### config.mk
export PLATFORM = sky130hd
export DESIGN_NAME = i2c_write_master_flat
export DESIGN_NICKNAME = d
export VERILOG_FILES = /design/src/rtl/i2c_write_master_if.sv /design/src/rtl/i2c_write_master.sv /design/src/flat_wrapper.sv
export SDC_FILE = /design/constraint.sdc
export NUM_CORES = 1
export LEC_CHECK = 0
export CAP_MARGIN = 10
export CORE_MARGIN = 5
export CORE_UTILIZATION = 55
export DETAILED_ROUTE_END_ITERATION = 12
export GPL_ROUTABILITY_DRIVEN = 1
export PLACE_DENSITY = 0.83
export SLEW_MARGIN = 20
export SYNTH_ARGS = -nofsm -noshare
export SYNTH_HDL_FRONTEND = slang
export SYNTH_SLANG_ARGS = --single-unit
export TNS_END_PERCENT = 20
### constraint.sdc
create_clock -name clk -period 2.8 [get_ports clk]
set_clock_uncertainty 0.05 [all_clocks]
set_input_delay 0.28 -clock clk [delete_from_list [all_inputs] [get_ports clk]]
set_output_delay 0.28 -clock clk [all_outputs]
set_load 0.01 [all_outputs]
### src/rtl/i2c_write_master_if.sv
// I2C write master bus bundle: the request inputs, the SCL/SDA lines and the status flags.
// The master modport is the RTL side, the slave modport is the side that requests writes and models the wire.
interface i2c_write_master_if;
  logic       go;
  logic [6:0] dev_addr;
  logic [7:0] reg_addr;
  logic [7:0] wr_data;
  logic       sda_i;
  logic       scl;
  logic       sda_o;
  logic       busy;
  logic       done;
  logic       nack;

  modport master (
    input  go, dev_addr, reg_addr, wr_data, sda_i,
    output scl, sda_o, busy, done, nack
  );

  modport slave (
    output go, dev_addr, reg_addr, wr_data, sda_i,
    input  scl, sda_o, busy, done, nack
  );
endinterface

### src/rtl/i2c_write_master.sv
// I2C write master: START, {addr,W}, register byte, data byte, STOP, with an ACK check after each byte.
// Everything advances in SCL quarter periods of CLK_DIV system clocks. SCL/SDA are registered and
// are computed from the position the FSM is about to enter, so they change only on the first clock of a quarter.
module i2c_write_master #(
  parameter int CLK_DIV = 4
) (
  input logic             clk,
  input logic             reset,
  i2c_write_master_if.master bus
);

  localparam logic [2:0] IDLE  = 3'd0;
  localparam logic [2:0] START = 3'd1;
  localparam logic [2:0] BIT   = 3'd2;
  localparam logic [2:0] ACK   = 3'd3;
  localparam logic [2:0] STOP  = 3'd4;
  localparam logic [2:0] DONE  = 3'd5;

  localparam logic [7:0] TICK_MAX = 8'(CLK_DIV - 1);

  logic [2:0]  state, state_n;
  logic [7:0]  q_timer;
  logic [1:0]  qtr, qtr_n;
  logic [2:0]  bit_cnt, bit_n;
  logic [1:0]  byte_cnt, byte_n;
  logic [23:0] shift_bytes;
  logic        ack_sample;
  logic        tick;
  logic [7:0]  cur_byte;
  logic        cur_bit;
  logic        scl_n, sda_n;

  assign tick = (q_timer == TICK_MAX);

  // Select the bit that will be on SDA in the position the FSM is moving to.
  always_comb begin
    cur_byte = shift_bytes[7:0];
    case (byte_n)
      2'd0:    cur_byte = shift_bytes[23:16];
      2'd1:    cur_byte = shift_bytes[15:8];
      default: cur_byte = shift_bytes[7:0];
    endcase
    cur_bit = cur_byte[bit_n];
  end

  // Next position in the transaction: state, quarter within the phase, bit and byte counters.
  always_comb begin
    state_n = state;
    qtr_n   = qtr;
    bit_n   = bit_cnt;
    byte_n  = byte_cnt;
    case (state)
      IDLE: begin
        if (bus.go) begin
          state_n = START;
          qtr_n   = 2'd0;
          bit_n   = 3'd7;
          byte_n  = 2'd0;
        end
      end
      DONE: state_n = IDLE;
      default: begin
        if (tick) begin
          qtr_n = qtr + 2'd1;
          case (state)
            START: begin
              if (qtr == 2'd1) begin
                state_n = BIT;
                qtr_n   = 2'd0;
                bit_n   = 3'd7;
                byte_n  = 2'd0;
              end
            end
            BIT: begin
              if (qtr == 2'd3) begin
                qtr_n = 2'd0;
                if (bit_cnt == 3'd0) state_n = ACK;
                else                 bit_n   = bit_cnt - 3'd1;
              end
            end
            ACK: begin
              if (qtr == 2'd3) begin
                qtr_n = 2'd0;
                if (ack_sample || byte_cnt == 2'd2) begin
                  state_n = STOP;
                end else begin
                  state_n = BIT;
                  bit_n   = 3'd7;
                  byte_n  = byte_cnt + 2'd1;
                end
              end
            end
            STOP: begin
              if (qtr == 2'd3) begin
                state_n = DONE;
                qtr_n   = 2'd0;
              end
            end
            default: ;
          endcase
        end
      end
    endcase
  end

  // Line levels for the next position; SCL is low in quarters 0-1 and high in 2-3 of every clocked slot.
  always_comb begin
    scl_n = 1'b1;
    sda_n = 1'b1;
    case (state_n)
      START: begin
        scl_n = 1'b1;
        sda_n = 1'b0;
      end
      BIT: begin
        scl_n = qtr_n[1];
        sda_n = cur_bit;
      end
      ACK: begin
        scl_n = qtr_n[1];
        sda_n = 1'b1;
      end
      STOP: begin
        scl_n = qtr_n[1];
        sda_n = (qtr_n == 2'd3);
      end
      default: ;
    endcase
  end

  // Register position, quarter timer, outputs, latched bytes and the ACK sample taken on the last clock of Q2.
  always_ff @(posedge clk) begin
    if (reset) begin
      state       <= IDLE;
      q_timer     <= 8'd0;
      qtr         <= 2'd0;
      bit_cnt     <= 3'd0;
      byte_cnt    <= 2'd0;
      shift_bytes <= 24'd0;
      ack_sample  <= 1'b0;
      bus.scl     <= 1'b1;
      bus.sda_o   <= 1'b1;
      bus.busy    <= 1'b0;
      bus.done    <= 1'b0;
      bus.nack    <= 1'b0;
    end else begin
      state    <= state_n;
      qtr      <= qtr_n;
      bit_cnt  <= bit_n;
      byte_cnt <= byte_n;
      if (state == IDLE || state == DONE || tick) q_timer <= 8'd0;
      else                                        q_timer <= q_timer + 8'd1;
      bus.scl   <= scl_n;
      bus.sda_o <= sda_n;
      bus.busy  <= (state_n != IDLE) && (state_n != DONE);
      bus.done  <= (state_n == DONE);
      if (state == IDLE && bus.go) begin
        shift_bytes <= {bus.dev_addr, 1'b0, bus.reg_addr, bus.wr_data};
        bus.nack    <= 1'b0;
      end
      if (state == ACK && qtr == 2'd2 && tick) begin
        ack_sample <= bus.sda_i;
        if (bus.sda_i) bus.nack <= 1'b1;
      end
    end
  end

endmodule

### src/flat_wrapper.sv
// flat-port wrapper written by rule: the top's interface ports become plain ports
module i2c_write_master_flat 
#(
  parameter int CLK_DIV = 4
)
  (clk, reset, bus_go, bus_dev_addr, bus_reg_addr, bus_wr_data, bus_sda_i, bus_scl, bus_sda_o, bus_busy, bus_done, bus_nack);
  i2c_write_master_if bus_i ();
  input logic clk;
  input logic reset;
  input wire logic [$bits(bus_i.go)-1:0] bus_go;
  input wire logic [$bits(bus_i.dev_addr)-1:0] bus_dev_addr;
  input wire logic [$bits(bus_i.reg_addr)-1:0] bus_reg_addr;
  input wire logic [$bits(bus_i.wr_data)-1:0] bus_wr_data;
  input wire logic [$bits(bus_i.sda_i)-1:0] bus_sda_i;
  output wire logic [$bits(bus_i.scl)-1:0] bus_scl;
  output wire logic [$bits(bus_i.sda_o)-1:0] bus_sda_o;
  output wire logic [$bits(bus_i.busy)-1:0] bus_busy;
  output wire logic [$bits(bus_i.done)-1:0] bus_done;
  output wire logic [$bits(bus_i.nack)-1:0] bus_nack;
  assign bus_i.go = bus_go;
  assign bus_i.dev_addr = bus_dev_addr;
  assign bus_i.reg_addr = bus_reg_addr;
  assign bus_i.wr_data = bus_wr_data;
  assign bus_i.sda_i = bus_sda_i;
  assign bus_scl = bus_i.scl;
  assign bus_sda_o = bus_i.sda_o;
  assign bus_busy = bus_i.busy;
  assign bus_done = bus_i.done;
  assign bus_nack = bus_i.nack;
  i2c_write_master #(.CLK_DIV(CLK_DIV)) u_core (.clk(clk), .reset(reset), .bus(bus_i));
endmodule
==> results.tsv <==
stage	metric	value	unit
setup_path	CP Data Arrival Time	2880	ps
route	Post-Route WL	5.634	mm
place	number of port buffers	31	
flow_run	max cap viols	0	
setup_path	Worst Setup Start Kind	flip-flop	
finish	Multi-input gate area	1481	sq um
floorplanning	Die Span X	77.71	um
floorplanning	die area	6038	sq um
status	outcome	complete, no violations	
clock_tree	CTS tree	yes	
finish	commonest non-fill, non-tap cell in the layout	nand2_1	
clock_tree	clock edge transition at the registers on the reported setup and hold paths	100	ps
clock_tree	hold buffer count at CTS	0	
setup_path	Worst Reg-to-Reg Cells	8	
floorplanning	Initial Utilization	57.11	%
sta	Final Hold Fails	0	
route	drt pass-1 iters	4	
clock_tree	CTS root buffer	clkbuf_8	
setup_path	CP endpoint	u_core.bus.sda_o$_SDFF_PP1_	
setup_path	Reg2Reg Capture Point	u_core.bus.sda_o$_SDFF_PP1_	
place	Detail Placement HPWL	4.266	mm
logic_synthesis	Post-Syn Nets	346	
setup_path	R2R Path Start	u_core.q_timer[5]$_SDFF_PP0_	
logic_synthesis	Netlist cell types	61	
setup_path	Reg2Reg Setup Slack	110	ps
setup_path	CP endpoint kind	flip-flop	
grt	GRT Residual Overflow	0	
finish	Layout area overhead	21.19	%
grt	vias in the first global route	2135	
clock_tree	H-Tree Depth	2	
setup_path	Worst Path Required	3000	ps
setup_path	CP peak stage delay	580	ps
logic_synthesis	Seq/Total Area, Yosys	37.32	%
place	RD Place Congestion	0.9295	
setup_path	crit path from	u_core.q_timer[5]$_SDFF_PP0_	
grt	GRT Util Overall	19.17	%
finish	share of layout cells above drive strength 1	11.68	%
sta	Slew Viols, Final	0	
clock_tree	CTS Buf Count	5	
setup_path	WS Path Type	flip-flop to flip-flop	
grt	first-pass GRT wire length	9.577	mm
finish	commonest cells after routing, fill and taps aside	nand2_1, dfxtp_1, a21oi_1, clkdlybuf4s50_1, nor2_1	
sta	worst slew pin tran	776.5	ps
sta	relative slew slack	48.11	%
sta	Final period util	95.99	%
power_and_ir_drop	LEAKAGE	1.110	nW
finish	nets	384	
logic_synthesis	Post-Syn Instances	312	
route	1st-iter DRT viols	145	
logic_synthesis	Post-synth ARST share	0	%
worst_hold_path	worst hold path type	flip-flop to flip-flop	
floorplanning	Die Span Y	77.71	um
grt	initial antenna violation count	0	
route	Routed Antenna Nets	0	
power_and_ir_drop	Peak VDD IR	0.3619	mV
logic_synthesis	synth warn	0	
route	DRC	0	
route	vias per std cell	5.734	
clock_tree	Max Root-Sink Buffers	2	
logic_synthesis	Post-synth EDFFs	0	
clock_tree	CTS sink cnt	47	
sta	RSZ-0062 raised after global routing	no	
floorplanning	core footprint	4414	sq um
sta	Fmax	372.1	MHz
setup_path	crit path cell chain	or4_4 > nor4b_4 > o31ai_1 > a31oi_4 > buf_4 > mux2_2 > o211a_1 > o211ai_2	
sta	setup tns final	0	ps
logic_synthesis	Yosys reg bits	47	
route	DR vias	2311	
floorplanning	row count	24	
finish	final core utilization	69.22	%
logic_synthesis	synthesized area	2521	sq um
sta	Final min period	2688	ps
setup_path	CP Max Fanout	7	
clock_tree	clock latency on the worst-skew pair	310	ps
power_and_ir_drop	PwrDens	435.4	nW/um^2
route	WL per Instance	13.98	um
grt	largest net degree at the start of global routing	27	
floorplanning	I/O pins	32	
finish	ANT cells	0	
sta	count of final setup violators	0	
finish	FF+latch area	940.9	sq um
setup_path	slowest CP cell	or4_4	
finish	Fill cells	354	
logic_synthesis	Post-synth top flop	dfxtp_1	
logic_synthesis	syn_area_per_cell	8.081	sq um
## cell usage after synthesis, drive strengths merged, types with 2 or more instances
cell | number | area, sq um
nand2 | 62 | 232.7
dfxtp | 47 | 940.9
a21oi | 33 | 176.4
nor2 | 22 | 82.58
clkbuf | 13 | 48.80
o21ai | 13 | 65.06
nor2b | 11 | 68.82
inv | 10 | 37.54
ha | 7 | 87.58
nand3 | 7 | 35.03
nor3 | 6 | 30.03
a211oi | 5 | 37.54
nand4 | 5 | 31.28
and4 | 4 | 35.03
buf | 4 | 23.77
mux2i | 4 | 40.04
xor2 | 4 | 35.03
a21boi | 3 | 22.52
a31oi | 3 | 33.78
and2 | 3 | 18.77
nand2b | 3 | 18.77
o211a | 3 | 30.03
xnor2 | 3 | 26.28
a311oi | 2 | 17.52
and3 | 2 | 12.51
mux2 | 2 | 22.52
nor3b | 2 | 20.02
nor4b | 2 | 38.78
o211ai | 2 | 20.02
o21a | 2 | 16.27
o311ai | 2 | 17.52
o31ai | 2 | 15.01
## per-layer routing
layer  share of wire (%)  wire length, um  global-route usage [%]
met1                  46             2573                   24.39
met2                  49             2733                   31.64
met3                 4.4              249                   4.514
met4                 1.4               78                   6.701
met5                   0                0                       0
## critical path, delay by kind of cell (launching register included)
family	cells	cell delay [ps]
AO/OA/AOI/OAI	4	790
buffers and inverters	1	200
flip-flops	1	320
multiplexers	1	340
AND/OR/NAND/NOR	2	920
## layout make-up
| class | count | area share [%] |
|---|---|---|
| multi-input combinational | 238 | 48.48 |
| sequential | 47 | 30.79 |
| timing repair buffer | 48 | 14.33 |
| clock buffer | 5 | 2.252 |
| tap | 52 | 2.129 |
| inverter | 10 | 1.229 |
| clock inverter | 3 | 0.7781 |
## where the power goes
group | switching, W | internal [W] | leakage (nW)
clock network | 0.000250 | 0.000179 | 0.0408
logic | 0.0000932 | 0.0000929 | 0.685
registers | 0.0000200 | 0.000695 | 0.384
## stage by stage
step	power [W]	area, sq um	std cells	hold WS [ps]	worst slack [ps]
2_1_floorplan	0.0008371	2521	312	309.1	293.0
3_3_place_gp	0.0009078	2944	394	388.9	167.7
3_5_place_dp	0.0009130	2944	394	395.2	103.6
4_1_cts	0.001334	3037	402	411.4	77.69
5_1_grt	0.001392	3055	403	422.6	15.31
6_report	0.001330	3055	403	411.8	112.4
## cells by family after synthesis
group	Yosys count	share of synthesized area, %
AOI/OAI and AO/OA	83	22.68
xor gates and xnor gates	7	2.432
adders and majority gates	7	3.474
buffers and inverters	27	4.367
DFF	47	37.32
muxes	6	2.481
and+or+nand+nor	135	27.25
## state kept, by name (all words and copies together) (netlist names)
name,cells
u_core.qtr,2
u_core.byte_cnt,2
u_core.state,3
u_core.bus.busy,1
u_core.bus.done,1
u_core.shift_bytes,23
u_core.ack_sample,1
u_core.bit_cnt,3
u_core.q_timer,8
u_core.bus.scl,1
u_core.bus.nack,1
u_core.bus.sda_o,1
## worst min path at each step
| stage | from | end | slack (ps) | cells past startpoint |
|---|---|---|---|---|
| floorplan | reset | u_core.state[0]$_SDFF_PP0_ | 310 | 1 |
| global placement | u_core.q_timer[0]$_SDFF_PP0_ | u_core.q_timer[0]$_SDFF_PP0_ | 390 | 1 |
| detailed placement | u_core.q_timer[0]$_SDFF_PP0_ | u_core.q_timer[0]$_SDFF_PP0_ | 400 | 1 |
| CTS | u_core.shift_bytes[21]$_SDFFE_PP0P_ | u_core.shift_bytes[21]$_SDFFE_PP0P_ | 410 | 2 |
| global route | u_core.shift_bytes[8]$_SDFFE_PP0P_ | u_core.shift_bytes[8]$_SDFFE_PP0P_ | 420 | 2 |
| finish | u_core.shift_bytes[21]$_SDFFE_PP0P_ | u_core.shift_bytes[21]$_SDFFE_PP0P_ | 410 | 2 |
## what timing repair did
action,4_1_cts,5_1_grt
gates resized for setup,0,2
setup endpoints to repair,0,1
setup buffers,0,1
(Power assumes the default switching activity.)
